--- src/rtl/reg_sipo_rx.sv ---
// reg_sipo_rx -- serial-in / parallel-out receiver with a holding register.
//
// Bits presented on serial_in are sampled whenever enable & bit_valid is high
// at a rising clk edge and shifted into an assembly register. The WIDTH-th
// sample completes the word, which is moved (same edge) into a separate
// holding register exposed as data_out/data_valid with a valid/ack handshake.
// A word completing while the holding register is still full is dropped and
// flags the sticky overrun bit.
//
// Ports:
//   clk        clock, rising edge
//   reset      synchronous, active-high
//   enable     global enable; bit_valid ignored when low
//   serial_in  serial data bit
//   bit_valid  sample serial_in this edge (when enable=1)
//   clear      abort partial word and clear overrun
//   data_ack   consumer accepts data_out (only while data_valid=1)
//   data_out   last completed word
//   data_valid data_out holds an unread word
//   overrun    sticky: a completed word was dropped
//   busy       partial word in progress
//   bit_count  bits received in the current word (0..WIDTH-1)
module reg_sipo_rx #(
  parameter int WIDTH     = 4,
  parameter bit LSB_FIRST = 1'b1,
  localparam int CW       = $clog2(WIDTH + 1)
) (
  input  logic             clk,
  input  logic             reset,
  input  logic             enable,
  input  logic             serial_in,
  input  logic             bit_valid,
  input  logic             clear,
  input  logic             data_ack,
  output logic [WIDTH-1:0] data_out,
  output logic             data_valid,
  output logic             overrun,
  output logic             busy,
  output logic [CW-1:0]    bit_count
);

  typedef enum logic {IDLE, SHIFT} state_t;

  localparam logic [CW-1:0] LAST = CW'(WIDTH - 1);

  state_t           state;
  logic [WIDTH-1:0] sreg;
  logic [WIDTH-1:0] shifted;
  logic             sample;
  logic             completing;
  logic             hold_free;

  // Word after this edge's shift; on the completing sample this is the full
  // word including the final bit, so it loads with zero added latency.
  if (LSB_FIRST) begin : g_lsb
    assign shifted = {serial_in, sreg[WIDTH-1:1]};
  end else begin : g_msb
    assign shifted = {sreg[WIDTH-2:0], serial_in};
  end

  assign sample     = enable & bit_valid;
  // clear wins over sample, so a clear cycle never completes a word.
  assign completing = sample & ~clear & (state == SHIFT) & (bit_count == LAST);
  assign hold_free  = ~data_valid | data_ack;
  assign busy       = (bit_count != '0);

  always_ff @(posedge clk) begin
    if (reset) begin
      state      <= IDLE;
      sreg       <= '0;
      bit_count  <= '0;
      data_out   <= '0;
      data_valid <= 1'b0;
      overrun    <= 1'b0;
    end else begin
      // Holding register: a load on the ack edge keeps data_valid high.
      if (completing && hold_free) begin
        data_out   <= shifted;
        data_valid <= 1'b1;
      end else if (data_valid && data_ack) begin
        data_valid <= 1'b0;
      end

      if (clear) begin
        state     <= IDLE;
        sreg      <= '0;
        bit_count <= '0;
        overrun   <= 1'b0;
      end else if (sample) begin
        sreg <= shifted;
        case (state)
          IDLE: begin
            state     <= SHIFT;
            bit_count <= CW'(1);
          end
          SHIFT: begin
            if (bit_count == LAST) begin
              state     <= IDLE;
              bit_count <= '0;
              if (!hold_free) overrun <= 1'b1;
            end else begin
              bit_count <= bit_count + CW'(1);
            end
          end
          default: begin
            state     <= IDLE;
            bit_count <= '0;
          end
        endcase
      end
    end
  end

endmodule

--- config.mk ---
export PLATFORM = sky130hd
export DESIGN_NAME = reg_sipo_rx
export DESIGN_NICKNAME = d
export VERILOG_FILES = /design/src/rtl/reg_sipo_rx.sv
export SDC_FILE = /design/constraint.sdc
export NUM_CORES = 1
export LEC_CHECK = 0
export ABC_AREA = 1
export BUFFER_PORTS_ARGS = -buffer_cell sky130_fd_sc_hd__clkbuf_2
export CORE_MARGIN = 2
export CORE_UTILIZATION = 28
export CTS_BUF_LIST = sky130_fd_sc_hd__clkbuf_2
export DETAILED_ROUTE_END_ITERATION = 8
export GPL_TIMING_DRIVEN = 0
export HOLD_SLACK_MARGIN = 0.12
export SKIP_CTS_REPAIR_TIMING = 1
export SYNTH_ARGS = -nofsm -noshare
export SYNTH_HDL_FRONTEND = slang
export SYNTH_SLANG_ARGS = --single-unit
--- constraint.sdc ---
create_clock -name clk -period 1 [get_ports clk]
set_input_delay 0.2 -clock clk [delete_from_list [all_inputs] [get_ports clk]]
set_output_delay 0.2 -clock clk [all_outputs]
set_load 0.005 [all_outputs]
==> impl_results.md <==
- Vias in the first global route: 525
- Required @ worst endpoint: 0.80 ns
- Failing checks: negative setup slack
- Status: complete, but fails checks
- Final Cycle Share: 121%
- Syn avg cell area: 7.52 um^2
- Adder-Cell Fraction of Synth Area: 4.06%
- GRT Residual Overflow: 0
- Hold Path Depth: 4
- Synth top cells by count: inv_1, dfxtp_1, nand2_1
- Sequential share of power: 59.8%
- Mux share of post-synthesis cell area: 0%
- Critical path class: reg -> out
- Peak VDD IR: 0.000386 V
- Worst path slowest cell: dfxtp_4
- Setup_tns: -1.07 ns
- Layout Skew: 0.00496 ns
- Final setup fails: 9
- Switching Share: 25.3%
- Sw Pwr: 0.222 mW
- Critical path cell sequence: inv_4, ha_4, nand2_2, clkbuf_2
- RSZ-0062 raised after global routing: yes
- Int Pwr: 0.656 mW
- Final Worst Setup Slack: -0.209 ns
- Most common cell in the netlist: inv_1
- Reg-to-reg setup timing slack: -0.19 ns
- Combinational share of power: 7.9%
- Min-Delay Path Class: in -> reg
- Tot Pwr: 0.878 mW
- Syn-to-layout area delta: 36.5%
- Cell taking the most area after synthesis: dfxtp_1
- CP max stage delay: 0.41 ns
- Worst endpoint data arrival time: 1.01 ns
- Worst-margin pin slew: 0.349 ns
- Achievable Freq: 827 MHz
- GRT Resource Usage Total: 10.9%
- CTS buffer count: 3
- Fin crit period: 1.21 ns
- Post-synth EDFFs: 0
- CP Capture Type: output pin
- Synth Area in Compound Gates: 11.6%
- Antenna violations before repair: 0
- DRT iter0 DRCs: 4
- Fillers: 215
- Die Wd: 50.9 um
- DR vias/cell: 4.21
- Final hold vios: 0
- Clk buf depth: 2
- Netlist cell types: 16
- Root buffer cell: clkbuf_2
- Starting Density: 30.5%
- Core Box Area: 0.00202 mm^2
- Worst-path clk slew: 0.13 ns
- Placement Setup Slack: -0.136 ns
- Most area-consuming cells after synthesis: dfxtp_1, inv_1, nand2_1
- Die area: 0.00259 mm^2
- ANT cells: 0
- DRC Markers: 0
- Top FF cell, synth: dfxtp_1
- Clock sink count: 13
- Worst hold start: reset
- Cell Pwr Density: 1040 mW/mm^2
- P_leak: 0.390 nW
- R2R Path Start: bit_count[1]$_SDFFE_PP0N_
- Layout cells sized above 1: 41.5%
- Mapped Cells: 82
- Via count: 560
- Final slew viol count: 0
- H-tree lvl count: 1
- Ys async rst share: 0%
- Die span in y: 50.9 um
- Worst R2R Path Depth: 7
- Post-Synth Simple-Gate Area: 27.0%
- Cell area after synthesis: 617 um^2
- Global-route wire length before repair: 2110 um
- Clock share of power: 32.3%
- Max-Cap Viols: 0
- Part of the Yosys area used for sequential elements: 42.2%
- Synthesis warning total: 0
- Row count: 16
- Final GP Congestion: 0.705
- Synth Net Count: 91
- Fin nets: 116
- Largest delay contributor family on the critical path: flip-flops
- Number of routed nets with antenna violations: 0
- Largest family of logic cells by synthesized area: simple AND/OR/NAND/NOR gates
- Drt total wl: 1260 um
- Synth top area share: 42.2%
- Worst r2r dst: data_out[1]$_SDFFE_PP0P_
- Top-Level Pins: 17
- Startpoint types: register
- IO Port Bufs: 16
- Detailed Place HPWL: 932 um
- Critical-path maximum fanout: 4
- Crit path buffers/inverters: 2
- Worst skew pair latency: 0.27 ns
- Pre-antenna DRT Iters: 2
- Synth Register Bits: 13
- WL per Instance: 9.47 um
- Hold Path End: data_out[2]$_SDFFE_PP0P_
- Worst slew margin: 76.7%
- CTS tree: done
- XOR/XNOR Fraction of Synth Area: 0%
- Largest net degree at the start of global routing: 11
worst min-delay path, cell delays in order:
cell	delay [ns]
clkbuf_2	0.10
inv_1	0.07
nand2_1	0.07
nor2_1	0.04
flip-flops by register name, indices dropped and copies added (netlist names):
| name | count |
|---|---|
| bit_count | 3 |
| overrun | 1 |
| sreg | 3 |
| state | 1 |
| data_out | 4 |
| data_valid | 1 |
metrics by stage:
stage	cell area, um^2	hold WS (ns)	instances	util (%)
6_report	842	0.221	133	41.6
3_3_place_gp	756	0.397	125	37.4
5_1_grt	842	0.227	133	41.6
3_5_place_dp	756	0.397	125	37.4
4_1_cts	776	0.0860	129	38.4
2_1_floorplan	642	0.269	82	-
placed cells by master, fill, tap and decap left out, drive strengths merged:
master       netlist  routed
a22oi              1       1
nand4              4       4
nor2              11      11
buf                1       5
o21ai              6       6
dlygate4sd3        0       1
dfxtp             13      13
nand2             14      14
inv               22      22
nand3              1       1
clkbuf             0      19
nor3               1       1
ha                 2       2
a21oi              6       6
worst max path at each step:
stage | startpoint | end | cells after the start
5_1_grt | bit_count[1]$_SDFFE_PP0N_ | data_out[0]$_SDFFE_PP0P_ | 7
6_report | bit_count[1]$_SDFFE_PP0N_ | busy | 4
2_1_floorplan | bit_count[1]$_SDFFE_PP0N_ | data_out[0]$_SDFFE_PP0P_ | 7
3_5_place_dp | bit_count[1]$_SDFFE_PP0N_ | data_out[2]$_SDFFE_PP0P_ | 7
4_1_cts | bit_count[0]$_SDFFE_PP0N_ | busy | 4
3_3_place_gp | bit_count[1]$_SDFFE_PP0N_ | data_out[2]$_SDFFE_PP0P_ | 7
power by group through the flow:
| stage | clock network (mW) | registers (mW) | logic, mW |
|---|---|---|---|
| floorplan | 0 | 0.535 | 0.0383 |
| global placement | 0 | 0.536 | 0.0624 |
| detailed placement | 0 | 0.536 | 0.0637 |
| CTS | 0.298 | 0.525 | 0.0641 |
| global route | 0.320 | 0.527 | 0.0794 |
| finish | 0.284 | 0.525 | 0.0694 |
cells by family (layout without fill, tap and decap cells):
kind of cell | count (synthesis) | in the layout
compound gates | 13 | 13
simple gates | 31 | 31
flops | 13 | 13
buf+inv | 23 | 47
fa+ha+maj | 2 | 2
per-layer routing:
metal | track usage [%] | vias to the layer above | share of wire (%)
met5 | 0 | - | 0
met4 | 9.46 | 0 | 3.4
met3 | 1.46 | 5 | 4.1
met2 | 17.7 | 12 | 46
met1 | 12.3 | 246 | 47
li1 | - | 297 | -
layout make-up:
cell class | instances | area [um^2] | share of cell area (%)
repair buffers | 20 | 119 | 14.1
plain buffers | 1 | 11.3 | 1.34
flip-flops and latches | 13 | 269 | 31.9
well taps | 27 | 33.8 | 4.01
multi-input cells | 46 | 302 | 35.8
inverters | 22 | 87.6 | 10.4
clock buffers | 4 | 20.0 | 2.38
No activity file was read; power rests on OpenSTA's default activity.
